<file path="config.mk">
export PLATFORM = sky130hd
export DESIGN_NAME = branch_target_predictor
export DESIGN_NICKNAME = d
export VERILOG_FILES = /design/src/rtl/branch_target_predictor.sv
export SDC_FILE = /design/constraint.sdc
export NUM_CORES = 2
export LEC_CHECK = 0
export CAP_MARGIN = 10
export CORE_UTILIZATION = 55
export DETAILED_ROUTE_END_ITERATION = 16
export PLACE_DENSITY = 0.84
export SETUP_SLACK_MARGIN = 0.5
export SYNTH_ARGS = -nofsm -noshare
export SYNTH_HDL_FRONTEND = slang
export SYNTH_SLANG_ARGS = --single-unit
</file>
<file path="constraint.sdc">
create_clock -name clk_i -period 4.79 [get_ports clk_i]
set_clock_uncertainty 0.1 [all_clocks]
set_input_delay 0.479 -clock clk_i [delete_from_list [all_inputs] [get_ports clk_i]]
set_output_delay 0.479 -clock clk_i [all_outputs]
set_load 0.05 [all_outputs]
</file>
<file path="src/rtl/branch_target_predictor.sv">
// Branch target buffer with saturating direction counters for the IF/ID stages.
// The lookup is combinational on pc_i. The ID stage writes back one resolved branch per cycle.
module branch_target_predictor #(
  parameter int WIDTH   = 32,
  parameter int ENTRIES = 16,
  parameter int CNT_W   = 2,
  parameter int STAT_W  = 32
) (
  input  logic              clk_i,
  input  logic              rst_i,
  input  logic [WIDTH-1:0]  pc_i,
  output logic              hit_o,
  output logic              taken_o,
  output logic [WIDTH-1:0]  target_o,
  input  logic              flush_i,
  input  logic              upd_valid_i,
  input  logic [WIDTH-1:0]  upd_pc_i,
  input  logic              upd_taken_i,
  input  logic [WIDTH-1:0]  upd_target_i,
  input  logic              upd_pred_i,
  output logic [STAT_W-1:0] mispred_cnt_o,
  output logic [STAT_W-1:0] upd_cnt_o
);

  localparam int IDX_W = $clog2(ENTRIES);
  localparam int TAG_W = WIDTH - IDX_W - 2;

  localparam logic [CNT_W-1:0]  CNT_MAX  = '1;
  localparam logic [CNT_W-1:0]  CNT_WT   = CNT_W'(1) << (CNT_W - 1);
  localparam logic [CNT_W-1:0]  CNT_WNT  = CNT_WT - CNT_W'(1);
  localparam logic [STAT_W-1:0] STAT_MAX = '1;

  logic [ENTRIES-1:0] valid_q;
  logic [TAG_W-1:0]   tag_q    [ENTRIES];
  logic [WIDTH-1:0]   target_q [ENTRIES];
  logic [CNT_W-1:0]   cnt_q    [ENTRIES];

  logic [IDX_W-1:0] lk_idx, upd_idx;
  logic [TAG_W-1:0] lk_tag, upd_tag;
  logic             upd_hit;
  logic             unused_pc_lsbs;

  assign lk_idx  = pc_i[IDX_W+1:2];
  assign lk_tag  = pc_i[WIDTH-1:IDX_W+2];
  assign upd_idx = upd_pc_i[IDX_W+1:2];
  assign upd_tag = upd_pc_i[WIDTH-1:IDX_W+2];
  assign unused_pc_lsbs = ^{pc_i[1:0], upd_pc_i[1:0]};

  // Lookup sees table state from the last edge only; a same-cycle update is not bypassed.
  assign hit_o    = valid_q[lk_idx] && (tag_q[lk_idx] == lk_tag);
  assign taken_o  = hit_o && cnt_q[lk_idx][CNT_W-1];
  assign target_o = hit_o ? target_q[lk_idx] : '0;

  assign upd_hit  = valid_q[upd_idx] && (tag_q[upd_idx] == upd_tag);

  // Update port: upd_valid_i qualifies one resolved branch per cycle and is always accepted.
  // There is no ready signal. flush_i drops a table write in the same cycle.
  always_ff @(posedge clk_i or negedge rst_i) begin
    if (!rst_i) begin
      valid_q <= '0;
      for (int i = 0; i < ENTRIES; i++) begin
        tag_q[i]    <= '0;
        target_q[i] <= '0;
        cnt_q[i]    <= CNT_WNT;
      end
    end else if (flush_i) begin
      valid_q <= '0;
    end else if (upd_valid_i) begin
      if (upd_hit) begin
        if (upd_taken_i) begin
          target_q[upd_idx] <= upd_target_i;
          if (cnt_q[upd_idx] != CNT_MAX) cnt_q[upd_idx] <= cnt_q[upd_idx] + CNT_W'(1);
        end else if (cnt_q[upd_idx] != '0) begin
          cnt_q[upd_idx] <= cnt_q[upd_idx] - CNT_W'(1);
        end
      end else if (upd_taken_i) begin
        valid_q[upd_idx]  <= 1'b1;
        tag_q[upd_idx]    <= upd_tag;
        target_q[upd_idx] <= upd_target_i;
        cnt_q[upd_idx]    <= CNT_WT;
      end
    end
  end

  // Statistics count every presented update, including ones a flush drops.
  always_ff @(posedge clk_i or negedge rst_i) begin
    if (!rst_i) begin
      upd_cnt_o     <= '0;
      mispred_cnt_o <= '0;
    end else if (upd_valid_i) begin
      if (upd_cnt_o != STAT_MAX) upd_cnt_o <= upd_cnt_o + STAT_W'(1);
      if ((upd_pred_i != upd_taken_i) && (mispred_cnt_o != STAT_MAX))
        mispred_cnt_o <= mispred_cnt_o + STAT_W'(1);
    end
  end

endmodule

</file>
==> flow_summary.ini <==
[clock_network]
clkTransAtPathRegs_ns = 0.06
cts.path.max_buffers = 3
worst_skew_pair.late_latency_ns = 0.72
cts_tree = done
cts_inserted_buffers = 106
cts.sinks = 1040
htree_num_levels = 3
cts-root-buf = sky130_fd_sc_hd__clkbuf_16

[flow_run]
maxCapViolCount = 0

[place]
port_buffers = 195
detailedPlacementHpwl_um = 84500
detailed_place.area_um2 = 56700
place_inst = 4758
globalplace.congestion = 0.916

[final_layout]
nNetsFinal = 3728
final_cell_area_um2 = 60800
layout-drive-gt1-share_pct = 44.8
commonest_non_fill_non_tap_cell_in_the_layout = sky130_fd_sc_hd__dfrtp_1
layout_common_cells = sky130_fd_sc_hd__dfrtp_1, sky130_fd_sc_hd__mux2_2, sky130_fd_sc_hd__mux4_2, sky130_fd_sc_hd__mux2_1, sky130_fd_sc_hd__nand2_1
fillCellCount = 6329
flow.area_growth_from_synthesis_pct = 17.2
multi_input_comb_area_um2 = 24600
final_util_pct = 65.1
layout.area.seq_um2 = 26000
final_cells = 4971

[timing]
grt_setup_unrepaired = true
final.setup.tns_ns = 0
finalHoldViolCount = 0
final-max-slew-violation-count = 0
maxClockFrequency_mhz = 222
timing_worst_slew_pin_value_ns = 0.936
setup-violations-final = 0
period_needed_ns = 4.51
finalCritPeriodShare_pct = 94.1
timing.max_slew.rel_slack_pct = 37.6

[route]
wl_per_cell_um = 27.8
via_count = 32400
post_drt_via_cell_ratio = 6.51
antenna_left = 0
topRoutingLayerUsed = met5
drt_pre_antenna_iters = 5
initialDrtViolationCount = 3105
wl_met3_um = 11000
drt-met1-wl_um = 54200
post_route_drc_violation_count = 0
dr_wl_met2_um = 67400
finalWirelength_um = 138000

[setup_path]
worst_ep_required_time_ns = 4.21
cp_max_fo = 9
cp-end-kind = primary output
path_class = flip-flop to primary output
data_arrival_at_the_endpoint_of_the_critical_path_ns = 3.93
worst_setup_path_start_kind = flip-flop
r2r_start = tag_q[228]
timing.critical_path.from = tag_q[45]

[die]
initial_utilization_pct = 55.6
chipWidth_um = 309
boundaryPins = 200
floorplan.die_area_um2 = 95500
rows = 112
die_h_um = 309
core_um2 = 93300

[logic_synthesis]
postSynth.asyncResetShare_pct = 100
ys_seq_elements = 1040
synthesized_netlist_cell_count = 3429
mappedNetlistNets = 3535
synth.yosys.warnings = 0
post_synthesis_average_cell_area_um2 = 15.1
synthesis.area_um2 = 51800
synth_edf_count = 0
yosysUniqueCellTypes = 70
ys_seq_area_share_pct = 50.2
top_reg_cell_synth = sky130_fd_sc_hd__dfrtp_1

[global_routing]
grt_start_max_net_pins = 132
initial_antenna_violation_count = 8
global_route.overflow_total = 0
globalRouteTotalUtil_pct = 29.8
grt_first_pass_wirelength_um = 214000
number_of_global_route_vias_before_repair = 34300

[power]
maximum_vdd_drop_mv = 0.364
p_leak_nw = 27.3
power_density_nw_per_um2 = 377

[status]
result_of_the_run = completed

[worst_hold_path]
timing.hold.worst.start = flush_i
hp-class = input port to flip-flop
[metal layers]
| layer | up-vias | global-route usage (%) |
|---|---|---|
| met3 | 347 | 6.65 |
| met4 | 6 | 12.1 |
| li1 | 13300 | - |
| met2 | 1419 | 47.7 |
| met5 | - | 0 |
| met1 | 17300 | 39.7 |
[cell type report]
cell class	instances	area share, %
Sequential cell	1040	42.9
Multi-Input combinational cell	2069	40.5
Timing Repair Buffer	387	7.85
Clock buffer	156	5.07
Tap cell	1254	2.58
Clock inverter	42	0.962
Inverter	18	0.115
Antenna cell	5	0.0206
[synthesized netlist by cell type, types with 3 or more instances]
library cell / n / share of area [%]
sky130_fd_sc_hd__and4_1: 9 / 0.15
sky130_fd_sc_hd__nor2_1: 46 / 0.33
sky130_fd_sc_hd__o22ai_1: 9 / 0.11
sky130_fd_sc_hd__a32oi_1: 4 / 0.068
sky130_fd_sc_hd__clkbuf_1: 165 / 1.2
sky130_fd_sc_hd__and2_1: 8 / 0.097
sky130_fd_sc_hd__ha_1: 4 / 0.097
sky130_fd_sc_hd__inv_1: 17 / 0.12
sky130_fd_sc_hd__nor2_4: 5 / 0.11
sky130_fd_sc_hd__buf_2: 35 / 0.34
sky130_fd_sc_hd__buf_1: 64 / 0.46
sky130_fd_sc_hd__and3_1: 54 / 0.65
sky130_fd_sc_hd__a211oi_1: 3 / 0.043
sky130_fd_sc_hd__a221oi_1: 3 / 0.051
sky130_fd_sc_hd__a21oi_2: 8 / 0.14
sky130_fd_sc_hd__dfrtp_1: 1024 / 49
sky130_fd_sc_hd__a21o_1: 19 / 0.28
sky130_fd_sc_hd__nand4_1: 21 / 0.25
sky130_fd_sc_hd__nor2b_1: 11 / 0.13
sky130_fd_sc_hd__nor3_1: 15 / 0.14
sky130_fd_sc_hd__or2_2: 4 / 0.048
sky130_fd_sc_hd__a22oi_1: 23 / 0.33
sky130_fd_sc_hd__xor2_1: 33 / 0.56
sky130_fd_sc_hd__buf_6: 29 / 0.63
sky130_fd_sc_hd__nand2b_1: 10 / 0.12
sky130_fd_sc_hd__nor3_4: 4 / 0.13
sky130_fd_sc_hd__nand3b_1: 3 / 0.043
sky130_fd_sc_hd__nand2_1: 160 / 1.2
sky130_fd_sc_hd__xnor2_1: 85 / 1.4
sky130_fd_sc_hd__o31ai_1: 5 / 0.072
sky130_fd_sc_hd__mux2_1: 179 / 3.9
sky130_fd_sc_hd__nor4_1: 15 / 0.18
sky130_fd_sc_hd__a21oi_1: 9 / 0.087
sky130_fd_sc_hd__nand3_1: 38 / 0.37
sky130_fd_sc_hd__buf_4: 9 / 0.13
sky130_fd_sc_hd__mux2_2: 759 / 16
sky130_fd_sc_hd__mux2i_1: 83 / 1.6
sky130_fd_sc_hd__o21ai_0: 9 / 0.087
sky130_fd_sc_hd__o211ai_1: 4 / 0.058
sky130_fd_sc_hd__dfstp_2: 16 / 0.81
sky130_fd_sc_hd__nor3_2: 5 / 0.097
sky130_fd_sc_hd__mux4_2: 388 / 17
[through the flow]
| step | setup WS (ns) | hold WS [ns] | power, mW |
|---|---|---|---|
| 6_report | 0.285 | 0.305 | 22.9 |
| 5_1_grt | 0.215 | 0.306 | 23.7 |
| 4_1_cts | 0.356 | 0.283 | 22.9 |
| 3_5_place_dp | 0.189 | 0.355 | 14.4 |
| 3_3_place_gp | 0.280 | 0.351 | 14.2 |
| 2_1_floorplan | 0.506 | 0.0834 | 13.1 |
[flip-flops by register name (all words and copies together) (netlist names)]
register / cells
cnt_q: 32
upd_cnt_o: 32
valid_q: 16
tag_q: 416
mispred_cnt_o: 32
target_q: 512
[kinds of logic after synthesis]
group / after synthesis / share of synthesized area (%)
fa+ha+maj: 4 / 0.0965
buf+inv: 320 / 2.89
mux: 1409 / 38.8
compound gates: 122 / 1.81
xor+xnor: 118 / 1.99
flops: 1040 / 50.2
simple gates: 416 / 4.15
[final timing paths]
kind | slack, ns | endpoint | cells after the start
setup / recovery | 0.28 | target_o[14] | 11
hold / removal | 0.30 | valid_q[2] | 2
setup reg to reg | 0.89 | cnt_q[1] | 10
hold reg to reg | 0.37 | target_q[439] | 2
max in group asynchronous | 3.01 | target_q[105] | 3
min in group asynchronous | 0.37 | tag_q[390] | 2
[report_power, final]
group,total [mW],internal [mW],switching (mW)
registers,10.7,9.91,0.760
clock network,8.54,4.93,3.61
logic,3.67,2.04,1.62
total,22.9,16.9,6.00
[timing repair]
action	4_1_cts	5_1_grt
endpoints found under the hold margin	84	0
hold buffers	1	0
buffers inserted	4	1
setup endpoints to repair	34	34
pin swaps	13	0
gates cloned	4	0
gates resized for setup	44	6
[critical path: stages (launching register included)]
cell and delay, ns:
sky130_fd_sc_hd__dfrtp_1 0.40, sky130_fd_sc_hd__mux4_2 0.48, sky130_fd_sc_hd__mux4_2 0.56, sky130_fd_sc_hd__xnor2_2 0.16, sky130_fd_sc_hd__buf_6 0.15, sky130_fd_sc_hd__nand4_1 0.33, sky130_fd_sc_hd__nor4_4 0.28, sky130_fd_sc_hd__buf_6 0.18
sky130_fd_sc_hd__buf_12 0.14, sky130_fd_sc_hd__buf_16 0.16, sky130_fd_sc_hd__and3_4 0.22, sky130_fd_sc_hd__buf_12 0.13
Power figures use the tool's default switching activity.
